--- src/rtl/rom_read_arbiter.sv ---
// Two-requester arbiter in front of a single synchronous ROM port. A has priority,
// and B is forced through after STARVE_MAX consecutive denials. Read data is steered back using a tag pipeline.
module rom_read_arbiter #(
    parameter int ADDR_W     = 11,
    parameter int DATA_W     = 8,
    parameter int RD_LAT     = 1,
    parameter int STARVE_MAX = 8
) (
    input  logic              clk,
    input  logic              rst_n,
    input  logic              a_req,
    input  logic [ADDR_W-1:0] a_addr,
    output logic              a_gnt,
    output logic              a_valid,
    output logic [DATA_W-1:0] a_data,
    input  logic              b_req,
    input  logic [ADDR_W-1:0] b_addr,
    output logic              b_gnt,
    output logic              b_valid,
    output logic [DATA_W-1:0] b_data,
    output logic [ADDR_W-1:0] rom_addr,
    input  logic [DATA_W-1:0] rom_data
);
    localparam int CNT_W = $clog2(STARVE_MAX + 1);

    logic [CNT_W-1:0]       starve_cnt_q, starve_cnt_d;
    logic [ADDR_W-1:0]      last_addr_q, last_addr_d;
    logic [RD_LAT-1:0][1:0] tag_q, tag_d;
    logic                   force_b;

    // Grants are gated by rst_n so that nothing is issued while reset is held.
    always_comb begin
        force_b = (starve_cnt_q == CNT_W'(STARVE_MAX));
        a_gnt   = 1'b0;
        b_gnt   = 1'b0;
        if (rst_n) begin
            if (a_req && (!b_req || !force_b))
                a_gnt = 1'b1;
            else if (b_req)
                b_gnt = 1'b1;
        end
    end

    always_comb begin
        rom_addr = '0;
        if (rst_n) begin
            if (a_gnt)
                rom_addr = a_addr;
            else if (b_gnt)
                rom_addr = b_addr;
            else
                rom_addr = last_addr_q;
        end
        last_addr_d = rom_addr;
    end

    always_comb begin
        starve_cnt_d = '0;
        if (b_req && !b_gnt)
            starve_cnt_d = force_b ? starve_cnt_q : starve_cnt_q + CNT_W'(1);
    end

    always_comb begin
        tag_d    = tag_q;
        tag_d[0] = {a_gnt, b_gnt};
        for (int i = 1; i < RD_LAT; i++)
            tag_d[i] = tag_q[i-1];
    end

    always_ff @(posedge clk or negedge rst_n) begin
        if (!rst_n) begin
            starve_cnt_q <= '0;
            last_addr_q  <= '0;
            tag_q        <= '0;
        end else begin
            starve_cnt_q <= starve_cnt_d;
            last_addr_q  <= last_addr_d;
            tag_q        <= tag_d;
        end
    end

    assign a_valid = tag_q[RD_LAT-1][1];
    assign b_valid = tag_q[RD_LAT-1][0];
    assign a_data  = rom_data;
    assign b_data  = rom_data;
endmodule

--- config.mk ---
export PLATFORM = sky130hd
export DESIGN_NAME = rom_read_arbiter
export DESIGN_NICKNAME = d
export VERILOG_FILES = /design/src/rtl/rom_read_arbiter.sv
export SDC_FILE = /design/constraint.sdc
export NUM_CORES = 1
export LEC_CHECK = 0
export CORE_MARGIN = 2
export CORE_UTILIZATION = 38
export CTS_BUF_LIST = sky130_fd_sc_hd__clkbuf_2 sky130_fd_sc_hd__clkbuf_4 sky130_fd_sc_hd__clkbuf_8
export DETAILED_ROUTE_END_ITERATION = 8
export GPL_TIMING_DRIVEN = 1
export PLACE_DENSITY = 0.83
export REMOVE_ABC_BUFFERS = 1
export SYNTH_ARGS = -nofsm -noshare
export SYNTH_HDL_FRONTEND = slang
export SYNTH_SLANG_ARGS = --single-unit
--- constraint.sdc ---
create_clock -name clk -period 2.25 [get_ports clk]
set_input_delay 0.45 -clock clk [delete_from_list [all_inputs] [get_ports clk]]
set_output_delay 0.45 -clock clk [all_outputs]
set_load 0.005 [all_outputs]
==> flow_metrics.env, run 1 <==
export IMPL_max_slew_margin_pct=79.86
export IMPL_cts_made_buffers=3
export IMPL_worst_pin_slew_ns=0.3008
export IMPL_clockRootBuffer="clkbuf_4"
export IMPL_clkSlewWorstSetupHoldPaths_ns=0.10
export IMPL_cp_cell_sequence="inv_2 > ha_4 > nand3b_4 > o21ai_4 > buf_12 > buf_6 > mux2i_2 > buf_2"
export IMPL_slew_viol_final=0
export IMPL_initial_core_util_pct=39.52
export IMPL_endpoint_kind="primary output"
export IMPL_final_core_util_pct=66.16
export IMPL_startpoint="starve_cnt_q[0]"
export IMPL_setup_viol=7
export IMPL_crit_slowest_cell="dfrtp_1"
export IMPL_netlist_top_cells_area="dfrtp_1 (40%), buf_4 (12%), mux2i_1 (10%), o211ai_1 (7.7%), or2_2 (6.4%)"
export IMPL_finalWeightedCongestion=0.7365
export IMPL_ios=65
export IMPL_cts_tree="built"
export IMPL_grt_overflow=0
export IMPL_drc=0
export IMPL_grt_pass1_wl_um=4705
export IMPL_die_area_um2=3259
export IMPL_cell_internal_pwr_mw=0.5766
export IMPL_syn_area_um2=1071
export IMPL_power_share_switching_pct=27.21
export IMPL_comb_power_share_pct=35.2
export IMPL_hold_violations=0
export IMPL_rsz0062_at_grt="true"
export IMPL_fin_ws_ns=-0.04362
export IMPL_seq_power_share_pct=42.0
export IMPL_track_usage_pct=18.84
export IMPL_core_area_um2=2710
export IMPL_die_h_um=57.09
export IMPL_portBuffers=40
export IMPL_dr_first_iter_drc_count=25
export IMPL_worstHoldPathType="input port to asynchronous set/reset pin"
export IMPL_fin_setup_tns_ns=-0.1581
export IMPL_skew_ns=0.004870
export IMPL_ys_seq_area_share_pct=39.72
export IMPL_worst_path_buf_inv=4
export IMPL_violations="setup timing"
export IMPL_rows=19
export IMPL_outcome="finished with violations"
export IMPL_clkLatencyLatePin_ns=0.29
export IMPL_p_leak_nw=0.8264
export IMPL_timing_final_crit_share_pct=101.9
export IMPL_routed_wl_um=3342
export IMPL_first_pass_iters=4
export IMPL_p_per_area_nw_per_um2=441.9
export IMPL_fin_nets=200
export IMPL_cts_sinks=17
export IMPL_h_tree_depth=1
export IMPL_critPathTopFamily="buffers and inverters"
export IMPL_clk_path_buf_depth=2
export IMPL_reg2reg_slack_ns=0.31
export IMPL_crit_arrival_ns=1.84
export IMPL_ys_ff_latch=17
export IMPL_p_total_mw=0.7922
export IMPL_syn_inst=107
export IMPL_crit_type="register to primary output"
export IMPL_synth_top_area_share_pct=39.72
export IMPL_diodes=0
export IMPL_grt_pass1_vias=1028
export IMPL_critPathMaxFanout=7
export IMPL_wl_per_cell_um=17.23
export IMPL_via_count=1000
export IMPL_ir_worst_vdd_mv=0.4201
export IMPL_dp_hpwl_um=1949
export IMPL_crit_path_start_kind="register"
export IMPL_antenna_found_initial=0
export IMPL_synth_avg_cell_area_um2=10.01
export IMPL_viasPerCell=5.155
export IMPL_p_switching_mw=0.2156
export IMPL_synthToLayoutAreaGrowth_pct=67.41
export IMPL_die_w_um=57.09
export IMPL_r2r_start="starve_cnt_q[0]"
export IMPL_r2r_end="last_addr_q[1]"
export IMPL_max_stage_delay_ns=0.41
export IMPL_detail_route_antenna_nets=0
export IMPL_pwr_share_clk_pct=22.8
export IMPL_fin_crit_ns=2.294
export IMPL_required_ns=1.80
export IMPL_yosysTopAreaCell="dfrtp_1"
export IMPL_grt_max_degree=15
export IMPL_drive_gt1_share_pct=48.47
export IMPL_max_cap_viol_count=0
export IMPL_synth_cell_type_count=26
export IMPL_r2r_cells=12
export IMPL_max_freq_mhz=436.0
export IMPL_yosysWarnings=0
[cell usage in the layout, fill, tap and decap left out, types with 4 or more instances in the layout]
cell,instances
buf_2,9
buf_4,22
buf_6,8
clkbuf_4,4
clkdlybuf4s50_1,24
dfrtp_1,17
dlygate4sd2_1,4
mux2i_4,7
nand2_1,11
o211ai_1,11
or2_2,11
[worst max-delay path by stage]
stage,end,cells past startpoint,slack (ns)
finish,rom_addr[9],8,-0.04
global route,rom_addr[9],8,-0.12
CTS,rom_addr[2],7,-0.06
detailed placement,rom_addr[4],6,-0.34
global placement,rom_addr[7],6,-0.30
floorplan,rom_addr[0],5,0.39
[state kept, by name (all words and copies together) (netlist names)]
name,flops
last_addr_q,11
starve_cnt_q,4
tag_q,2
[layout make-up]
type / count / area [um^2]
clock buffers: 4 / 30.03
fillers: 192 / 917.1
inverters: 4 / 15.01
multi-input cells: 64 / 589.3
flip-flops and latches: 17 / 425.4
well taps: 31 / 38.79
repair buffers: 74 / 694.4
[what timing repair did]
action / in CTS / in global routing
pin swaps: 4 / 0
buffers inserted: 15 / 5
hold buffers: 0 / 0
cloned: 1 / 0
endpoints found under the setup margin: 13 / 10
gates resized for setup: 63 / 17
[power groups by stage]
stage | Clock, mW | Sequential (mW) | Combinational (mW)
3_5_place_dp | 0 | 0.337 | 0.200
3_3_place_gp | 0 | 0.336 | 0.195
2_1_floorplan | 0 | 0.337 | 0.0675
6_report | 0.181 | 0.333 | 0.279
5_1_grt | 0.197 | 0.335 | 0.296
4_1_cts | 0.186 | 0.332 | 0.239
[stage by stage]
stage               worst slack [ns]  instance area (um^2)  std cells  hold slack [ns]
finish                      -0.04362                  1793        194           0.3327
global route                 -0.1198                  1793        194           0.3418
CTS                         -0.05833                  1673        189           0.3204
detailed placement           -0.3441                  1466        169           0.6492
global placement             -0.2999                  1466        169           0.5849
floorplan                     0.3947                 904.6         85           0.1544
[synthesized netlist by cell type]
master	n
a21oi_1	2
and2_1	1
and3b_2	1
buf_12	1
buf_2	3
buf_4	17
clkbuf_1	1
dfrtp_1	17
ha_1	2
inv_1	3
inv_2	1
mux2i_1	11
nand2_1	11
nand3_1	2
nand3b_1	1
nand3b_4	1
nor2_1	1
nor2b_1	1
nor3_1	3
nor4_1	1
o211ai_1	11
o21a_1	1
o21ai_4	1
or2_2	11
xnor2_1	1
xor2_1	1
[layer usage]
layer  wire length (um)  GRT usage [%]  vias up
met5                  0              0        -
met4                 53          6.977        0
met3                297          8.163        6
met2               1706          33.17       61
met1               1284          19.91      474
li1                   -              -      459
[logic make-up (layout without fill, tap and decap cells)]
group                      Yosys count  count (layout)  share of synthesized area (%)
muxes                               11              11                          10.28
AOI/OAI and AO/OA                   15              15                          10.87
DFF                                 17              17                          39.72
xor gates and xnor gates             2               2                          1.636
buffers and inverters               26              82                          16.94
adders and majority gates            2               2                          2.336
and+or+nand+nor                     34              34                          18.23
(Power assumes the default switching activity.)
==> inputs of run 2 (changes only) <==
--- a/config.mk
+++ b/config.mk
@@ -7,7 +7,7 @@
 export LEC_CHECK = 0
 export CORE_MARGIN = 2
 export CORE_UTILIZATION = 38
-export CTS_BUF_LIST = sky130_fd_sc_hd__clkbuf_2 sky130_fd_sc_hd__clkbuf_4 sky130_fd_sc_hd__clkbuf_8
+export CTS_BUF_LIST = sky130_fd_sc_hd__clkbuf_4 sky130_fd_sc_hd__clkbuf_8
 export DETAILED_ROUTE_END_ITERATION = 8
 export GPL_TIMING_DRIVEN = 1
 export PLACE_DENSITY = 0.83
==> results of run 2 <==
Same layout as run 1: the final DEF is identical, and so are final timing and power.
==> inputs of run 3 (changes only) <==
==> constraint.sdc (replaced) <==
create_clock -name clk -period 2.4 [get_ports clk]
set_input_delay 0.48 -clock clk [delete_from_list [all_inputs] [get_ports clk]]
set_output_delay 0.48 -clock clk [all_outputs]
set_load 0.005 [all_outputs]
==> run 3 against run 2 <==
Compared with the run above: the run now ends clean; design area down 8.6%; first-iteration DRC count decreased by 28%; register-to-register slack better by 0.35 ns; count of clock-buffer cells in the layout fell by 1; worst setup slack improved by 0.068 ns; flip-flop and latch count unchanged; wire length decreased by 11%; worst hold slack improved by 0.035 ns; cell count fell by 7.7%; global-route usage hardly changed; largest power group unchanged; combinational power fell by 18%.
==> flow_metrics.env, run 3 (same netlist as run 1, synthesis figures left out) <==
export IMPL_outcome="finished, final reports clean"
export IMPL_grt_overflow=0
export IMPL_drive_gt1_share_pct=43.24
export IMPL_cts_made_buffers=3
export IMPL_largest_reg_flops=11
export IMPL_placed_cells=167
export IMPL_clkLatencyLatePin_ns=0.32
export IMPL_core_area_um2=2710
export IMPL_critPathMaxFanout=8
export IMPL_diodes=0
export IMPL_max_freq_mhz=420.9
export IMPL_fin_nets=185
export IMPL_fill_cells=217
export IMPL_ctsHoldBuffers=0
export IMPL_cts_tree="built"
export IMPL_clkSlewWorstSetupHoldPaths_ns=0.11
export IMPL_ir_worst_vdd_mv=0.4251
export IMPL_cts_sinks=17
export IMPL_detail_route_antenna_nets=0
export IMPL_ios=65
export IMPL_fin_area_um2=1639
export IMPL_grt_pass1_wl_um=4629
export IMPL_die_w_um=57.09
export IMPL_h_tree_depth=1
export IMPL_dpl_instance_area_um2=1451
export IMPL_p_leak_nw=0.7438
export IMPL_viasPerCell=5.313
export IMPL_startpoint="starve_cnt_q[0]"
export IMPL_routed_wl_um=2959
export IMPL_max_cap_viol_count=0
export IMPL_grt_max_degree=15
export IMPL_via_count=951
export IMPL_max_slew_margin_pct=79.25
export IMPL_required_ns=1.92
export IMPL_p_total_mw=0.7078
export IMPL_portBuffers=40
export IMPL_hold_violations=0
export IMPL_reg2reg_slack_ns=0.66
export IMPL_layout_commonest_cell="clkdlybuf4s50_1"
export IMPL_r2r_cells=9
export IMPL_top_regs="last_addr_q: 11 flops, starve_cnt_q: 4 flops, tag_q: 2 flops"
export IMPL_crit_arrival_ns=1.90
export IMPL_rsz0062_at_grt="true"
export IMPL_initial_core_util_pct=39.52
export IMPL_clk_path_buf_depth=2
export IMPL_clockRootBuffer="clkbuf_4"
export IMPL_r2r_end="last_addr_q[7]"
export IMPL_multiInputGateArea_um2=583.1
export IMPL_seq_area_um2=425.4
export IMPL_endpoint_kind="primary output"
export IMPL_crit_path_start_kind="register"
export IMPL_antenna_found_initial=0
export IMPL_worst_pin_slew_ns=0.3098
export IMPL_worstHoldPathType="input port to asynchronous set/reset pin"
export IMPL_crit_type="register to primary output"
export IMPL_first_pass_iters=5
export IMPL_p_per_area_nw_per_um2=431.8
export IMPL_rows=19
export IMPL_final_cell_mix="clkdlybuf4s50_1 (25), dfrtp_1 (17), buf_4 (12)"
export IMPL_final_cells=179
export IMPL_dp_hpwl_um=1907
export IMPL_regMostFlops="last_addr_q"
export IMPL_wl_per_cell_um=16.53
export IMPL_drc=0
export IMPL_die_h_um=57.09
export IMPL_grt_pass1_vias=1004
export IMPL_die_area_um2=3259
export IMPL_finalWeightedCongestion=0.6973
export IMPL_synthToLayoutAreaGrowth_pct=53.04
export IMPL_fin_crit_ns=2.376
export IMPL_timing_final_crit_share_pct=98.98
export IMPL_skew_ns=0.004159
export IMPL_setup_viol=0
export IMPL_r2r_start="starve_cnt_q[0]"
export IMPL_worstSetupEndpoint="rom_addr[9]"
export IMPL_track_usage_pct=18.88
export IMPL_dr_first_iter_drc_count=18
export IMPL_slew_viol_final=0
==> run 3: layout make-up <==
class	count	area share, %
well taps	31	2.366
inverters	4	0.9160
clock inverters	1	0.3053
clock buffers	3	1.374
flip-flops and latches	17	25.95
multi-input cells	64	35.57
repair buffers	59	33.51
==> run 3: how the worst min path moves through the flow <==
stage                          from              end  slack (ns)
floorplan                     rst_n   last_addr_q[0]        0.18
detailed placement  starve_cnt_q[2]  starve_cnt_q[2]        0.61
global placement    starve_cnt_q[2]  starve_cnt_q[2]        0.59
global route                  rst_n   last_addr_q[1]        0.38
CTS                           rst_n   last_addr_q[1]        0.36
finish                        rst_n   last_addr_q[4]        0.37
==> run 3: layer usage <==
layer,track usage (%),share of wire (%),up-vias
li1,-,-,431
met1,20.75,37,446
met2,31.86,52,69
met3,7.710,9.4,5
met4,8.638,1.6,0
met5,0,0,-
==> run 3: timing repair <==
action,CTS,global route
gates cloned,1,1
setup endpoints to repair,13,13
pin swaps,2,3
gates resized for setup,51,20
buffers inserted,6,1
==> run 3: report_power, final <==
group          leakage [nW]  switching, mW  internal [mW]  total [mW]
registers             0.223        0.00647          0.305       0.312
clock network        0.0177          0.104         0.0626       0.167
logic                 0.503         0.0934          0.136       0.229
total                 0.744          0.204          0.504       0.708
==> run 3: stage by stage <==
stage | setup slack [ns] | utilization (%) | TNS [ns] | hold slack (ns)
after floorplan | 0.5147 | - | 0 | 0.1844
after global placement | -0.2101 | 53.55 | -2.377 | 0.5860
after global routing | -0.03069 | 60.48 | -0.06719 | 0.3781
after CTS | 0.002071 | 58.49 | 0 | 0.3585
final | 0.02437 | 60.48 | 0 | 0.3675
after detailed placement | -0.2275 | 53.55 | -2.582 | 0.6104
==> run 3: critical path, stage by stage, from the launching register on <==
cell      delay [ns]
dfrtp_1         0.41
inv_2           0.08
ha_4            0.15
nand3b_4        0.11
o21ai_4         0.18
buf_8           0.20
mux2i_2         0.27
buf_2           0.17
